==> src/rtl/word_tx.sv <==
// word_tx: serializes WIDTH-bit words LSB byte first into a byte UART with XON/XOFF pausing
module word_tx #(
  parameter int WIDTH = 32
) (
  input  logic             clk_i,
  input  logic             rst_i,
  input  logic [WIDTH-1:0] data_i,
  input  logic             stb_i,
  output logic             rdy_o,
  input  logic             xon_i,
  input  logic             xoff_i,
  output logic [7:0]       byte_o,
  output logic             byte_stb_o,
  input  logic             byte_rdy_i,
  output logic             paused_o
);
  localparam int NBYTES = WIDTH / 8;
  localparam int CW = $clog2(NBYTES + 1);
  localparam logic [1:0] IDLE = 2'd0, SEND = 2'd1, GAP = 2'd2;
  logic [1:0]       state;
  logic [WIDTH-1:0] sreg;
  logic [CW-1:0]    cnt;
  logic             paused;
  logic             fire;
  assign fire = (state == SEND) && byte_rdy_i && !paused;
  assign rdy_o = (state == IDLE);
  assign paused_o = paused;
  always_ff @(posedge clk_i or posedge rst_i) begin
    if (rst_i) begin
      state      <= IDLE;
      sreg       <= '0;
      cnt        <= '0;
      paused     <= 1'b0;
      byte_o     <= 8'h00;
      byte_stb_o <= 1'b0;
    end else begin
      // xoff dominates a simultaneous xon
      paused     <= xoff_i | (paused & ~xon_i);
      byte_stb_o <= fire;
      if (fire) begin
        byte_o <= sreg[7:0];
        sreg   <= sreg >> 8;
        cnt    <= cnt + 1'b1;
      end
      if (state == IDLE && stb_i) begin
        sreg <= data_i;
        cnt  <= '0;
      end
      state <= (state == IDLE) ? (stb_i ? SEND : IDLE) :
               (state == SEND) ? (fire ? GAP : SEND) :
               (state == GAP)  ? ((cnt == CW'(NBYTES)) ? IDLE : SEND) : IDLE;
    end
  end
endmodule

==> config.mk <==
export PLATFORM = sky130hd
export DESIGN_NAME = word_tx
export DESIGN_NICKNAME = d
export VERILOG_FILES = /design/src/rtl/word_tx.sv
export SDC_FILE = /design/constraint.sdc
export NUM_CORES = 1
export LEC_CHECK = 0
export CORE_ASPECT_RATIO = 0.8
export CORE_MARGIN = 2
export CORE_UTILIZATION = 45
export DETAILED_ROUTE_END_ITERATION = 16
export GPL_TIMING_DRIVEN = 0
export PLACE_DENSITY = 0.76
export SLEW_MARGIN = 5
export SYNTH_ARGS = -nofsm -noshare
export SYNTH_HDL_FRONTEND = slang
export SYNTH_SLANG_ARGS = --single-unit
==> constraint.sdc <==
create_clock -name clk_i -period 1.5 [get_ports clk_i]
set_input_delay 0.15 -clock clk_i [delete_from_list [all_inputs] [get_ports clk_i]]
set_output_delay 0.15 -clock clk_i [all_outputs]
set_load 0.05 [all_outputs]
# Yosys cells after proc, flatten, opt, wreduce, memory -nomap -nowiden
# Cells that the tools add are included.
[word_totals] register_bits=47 latchBits=0 ramBits=0 romBits=0 inputBits=38 out_inout_bits=11 elab_cells=29 memories=0
[classes] n_addsub=1 mul=0 div=0 order_cmp=0 n_eq_ne=3 n_shift=0 n_mux=10 bitwise=3 n_reduce_logical=6
[op_table] op="$mux 32" n=2
[op_table] op="$mux 2" n=3
[op_table] op="$mux 3" n=2
[op_table] op="$add 3x1->3 const B" n=1
[op_table] op="$eq 3x3->1 const B" n=1
[op_table] op="$logic_and 1x1->1" n=3
[op_table] op="$mux 1" n=3
[op_table] op="$eq 2x1->1 const B" n=1
[op_table] op="$eq 2x2->1 const B" n=1
[op_table] op="$logic_not 2->1" n=1
[op_table] op="$reduce_bool 2->1" n=1
[op_table] op="$and 1x1->1" n=1
[op_table] op="$logic_not 1->1" n=1
[op_table] op="$not 1->1" n=1
[op_table] op="$or 1x1->1" n=1

# Logic depth before layout (Yosys ltp)
[logic_depth] ltp_word=6 depth_mapped=6

# Worst setup path after synthesis
# No wires, ideal clock.
[synth_path] path_type="register to register" start="reg paused (netlist: paused_o)" end="reg sreg[0]" setup_ns=0.118 arrival_ns=1.445 required_ns=1.382 slack_ns=-0.063 stages_incl_launch_ff=6 path_buffers=1 period_less_slack_ns=1.563 path_cell_list="dfrtp_1 -> nand4bb_4 -> inv_4 -> buf_6 -> a22o_1 -> a21o_1"
[synth_via] elab_chain_cells=3
[synth_lines] element="start: declaration" line_no="23" source="logic paused;"
[synth_lines] element="start signal: assignment" line_no="38" source="paused <= xoff_i | (paused & ~xon_i);"
[synth_lines] element="$logic_not 1->1" line_no="25" source="assign fire = (state == SEND) && byte_rdy_i && !paused;"
[synth_lines] element="$logic_and 1x1->1" line_no="25"
[synth_lines] element="$reduce_bool 2->1 (no line)"
[synth_lines] element="end signal: assignment" line_no="42" source="sreg <= sreg >> 8;"
[synth_lines] element="end signal: assignment" line_no="46" source="sreg <= data_i;"
[synth_lines] element="end: declaration" line_no="21" source="logic [WIDTH-1:0] sreg;"
# No other way between the ends.
# A chain may end at the register's enable or synchronous reset.

# Worst setup path in the final report
[layout_path] start="reg state[1]" end="reg sreg[28]"
[layout_via] elab_chain_cells=4 word_cells_on_any_way=7
[layout_lines] element="start: declaration" line_no="20" source="logic [1:0] state;"
[layout_lines] element="start signal: assignment" line_no="49" source="state <= (state == IDLE) ? (stb_i ? SEND : IDLE) :"
[layout_lines] element="$eq 2x1->1" line_no="25"
[layout_lines] element="$logic_and 1x1->1 (2 in a row)" line_no="25"
[layout_lines] element="$reduce_bool 2->1 (no line)"
# Several ways; a longest one is shown, not always the timed one.

==> impl_metrics.csv <==
group,metric,value,unit
yosys,synth_top_cells_by_area,"dfrtp_1 57%, nand2_1 8.6%, a22o_1 6.8%",
layout,drive_above_1_share,17.9,%
drt,ant_nets,0,
drt,via_count,1604,
worst_setup_path,arrival,1.66,ns
yosys,synth_xor_area_share,0,%
global_routing,overflow,0,
layout,final_common_cell,"nand2_1",
cts,cts.sinks,47,
floorplan,die_area,0.00511,mm2
worst_setup_path,crit_required,1.69,ns
yosys,syn-cell-area,0.00205,mm2
layout,num_antenna_cells,0,
sta,slew_viol_final,0,
drt,wl,4.65,mm
drt,viasPerCell,5.01,
yosys,yosysWarnings,0,
yosys,yosys.area_share.adder,1.22,%
power_and_ir_drop,p_leak,1.37,nW
sta,relSlewSlack,67.6,%
power_and_ir_drop,power,0.00502,W
sta,period_share,97.4,%
layout,layout.nets,302,
sta,worst_slew_pin_slew,0.487,ns
sta,post-route-min-period,1.46,ns
yosys,synth-seq-cells,47,
cts,root_buffer,"clkbuf_8",
floorplan,chipHeight,64.3,um
placement,io_buffers,48,
yosys,synth-simple-area-share,17.0,%
yosys,synthDistinctLibCells,23,
drt,drt-wirelength-per-cell,14.5,um
placement,place_congestion,0.760,
cts,numCtsBuffers,5,
cts,cts_max_level,2,
floorplan,ios,49,
global_routing,grt_start_max_net_pins,38,
sta,skew,0.00210,ns
power_and_ir_drop,netSwitchingFraction,38.3,%
yosys,synth_top_family_by_area,"compound AO/OA/AOI/OAI gates",
layout,layout_common_cells,"47 x nand2_1, 44 x dfrtp_1, 37 x clkdlybuf4s50_1, 16 x a22o_1, 15 x nor2_1",
job,drv_cap,0,
floorplan,initial_utilization,47.8,%
cts,clk_pin_slew,0.08,ns
yosys,synthCells,194,
drt,drt_iter0_markers,108,
power_and_ir_drop,power_frac_seq,43.3,%
power_and_ir_drop,intPower,0.00310,W
worst_setup_path,r2r_cells,6,
cts,cts_tree,"built",
worst_setup_path,r2r_slack,0.04,ns
worst_setup_path,timing.rr.start,"state[1]",
power_and_ir_drop,power_density,1780,mW/mm2
drt,firstDrtPassIters,4,
sta,setup_violations,0,
worst_setup_path,start_kind,"flop",
worst_setup_path,path_max_fanout,7,
placement,dp_hpwl,3.12,mm
global_routing,grt_pass1_vias,1582,
worst_setup_path,crit_path_end_kind,"flop",
yosys,synth_compound_area_share,17.2,%
global_routing,grt_pass1_wl,7.41,mm
sta,fin_tns_setup,0,ns
sta,fmax,685,MHz
worst_setup_path,regToRegEndpoint,"sreg[28]",
power_and_ir_drop,vdd_drop_max,792,uV
power_and_ir_drop,combPwrFrac,41.9,%
worst_hold_path,hp-class,"in2async",
global_routing,track_usage,19.7,%
yosys,yosysSeqAreaShare,57.4,%
cts,cts.path.max_buffers,2,
drt,drc,0,
power_and_ir_drop,p_switching,0.00192,W
layout,layout-area-overhead-vs-synth,38.0,%
cts,ctsHoldBuffers,0,
yosys,synthMuxAreaShare,0,%
placement,place_inst,300,
run_status,status,"complete, no violations",
floorplan,die_w,79.4,um
global_routing,antenna_found_initial,0,
yosys,synth_top_area_share,57.4,%
sta,hold_violations,0,
floorplan,rows,21,
floorplan,coreArea,0.00428,mm2
layout,layoutNonFillerInstCount,320,
yosys,synth_largest_area_cell,"dfrtp_1",
yosys,syn_avg_cell_area,10.6,um2
yosys,syn_nets,234,
sta,rsz0062_at_grt,"true",
power_and_ir_drop,clock_power_share,14.7,%
cts,clkLatencyLatePin,0.30,ns
worst_setup_path,critical_path_class,"reg2reg",
==> power by group through the flow <==
stage / combinational, W / clock [W] / sequential, W
after floorplan: 0.00106 / 0 / 0.00250
after global placement: 0.00193 / 0 / 0.00219
after detailed placement: 0.00199 / 0 / 0.00221
after CTS: 0.00202 / 0.000755 / 0.00216
after global routing: 0.00228 / 0.000814 / 0.00225
final: 0.00211 / 0.000740 / 0.00217
==> kinds of logic after synthesis <==
family,Yosys count
compound gates,49
fa+ha+maj,2
buf+inv,20
flops,47
simple gates,76
==> flip-flops by register name, summed over array words and instances (netlist names) <==
register,cells
sreg,32
cnt,3
byte_stb_o,1
paused_o,1
byte_o,8
state,2
==> worst max-delay path: stages, from the launching register on <==
cell	delay (ns)
dfrtp_2	0.43
buf_4	0.14
nand4bb_4	0.23
clkinv_4	0.13
nor2_4	0.06
buf_4	0.17
a22o_1	0.18
==> timing repair <==
action,in CTS,in global routing
hold endpoints to repair,0,0
setup buffers,6,5
resized for setup,15,16
endpoints found under the setup margin,26,33
cloned,0,1
pin swaps,1,1
==> cell type report <==
| cell class | count | area, um2 |
|---|---|---|
| Clock inverter | 1 | 5.00 |
| Tap cell | 57 | 71.3 |
| Inverter | 8 | 35.0 |
| Buffer | 12 | 135 |
| Multi-Input combinational cell | 127 | 746 |
| Timing Repair Buffer | 61 | 578 |
| Clock buffer | 7 | 76.3 |
| Sequential cell | 47 | 1180 |
| Fill cell | 365 | 1460 |
==> metal layers <==
layer	vias up	GRT usage [%]	share of wire (%)
li1	798	-	-
met1	751	27.3	47
met2	47	29.4	46
met3	8	4.52	5.6
met4	0	9.05	2.0
met5	-	0	0
==> per-stage QoR <==
step           instance area [um2]  util, %  hold WS (ns)  worst slack [ns]
2_1_floorplan                 2050        -         0.242            0.0921
3_3_place_gp                  2600     60.7         0.450            -0.803
3_5_place_dp                  2620     61.2         0.417            -0.225
4_1_cts                       2740     64.0        0.0891          -0.00488
5_1_grt                       2830     66.0         0.108          -0.00778
6_report                      2830     66.0        0.0893            0.0396
==> worst max path at each step <==
| stage | slack, ns | to | from | depth (start not counted) |
|---|---|---|---|---|
| 2_1_floorplan | 0.09 | sreg[17] | paused_o | 5 |
| 3_3_place_gp | -0.80 | paused_o | rst_i | 2 |
| 3_5_place_dp | -0.22 | sreg[3] | stb_i | 5 |
| 4_1_cts | -0.005 | sreg[8] | state[1] | 6 |
| 5_1_grt | -0.008 | sreg[0] | state[1] | 6 |
| 6_report | 0.04 | sreg[28] | state[1] | 6 |
==> cell usage after synthesis <==
master and n:
nand4bb_4 1, a21oi_1 4, inv_1 7, a31oi_1 10, buf_4 4, nor2_1 17
o22ai_1 6, nor2_4 1, a22o_1 16, dfrtp_1 47, nand2_1 47, nor3b_4 1
ha_1 2, a21oi_2 1, or3_1 1, o21ai_0 3, or3b_1 1, nor3_1 6
a21o_1 9, inv_4 1, buf_2 1, nand2_2 1, buf_6 7
Power figures use the tool's default switching activity.
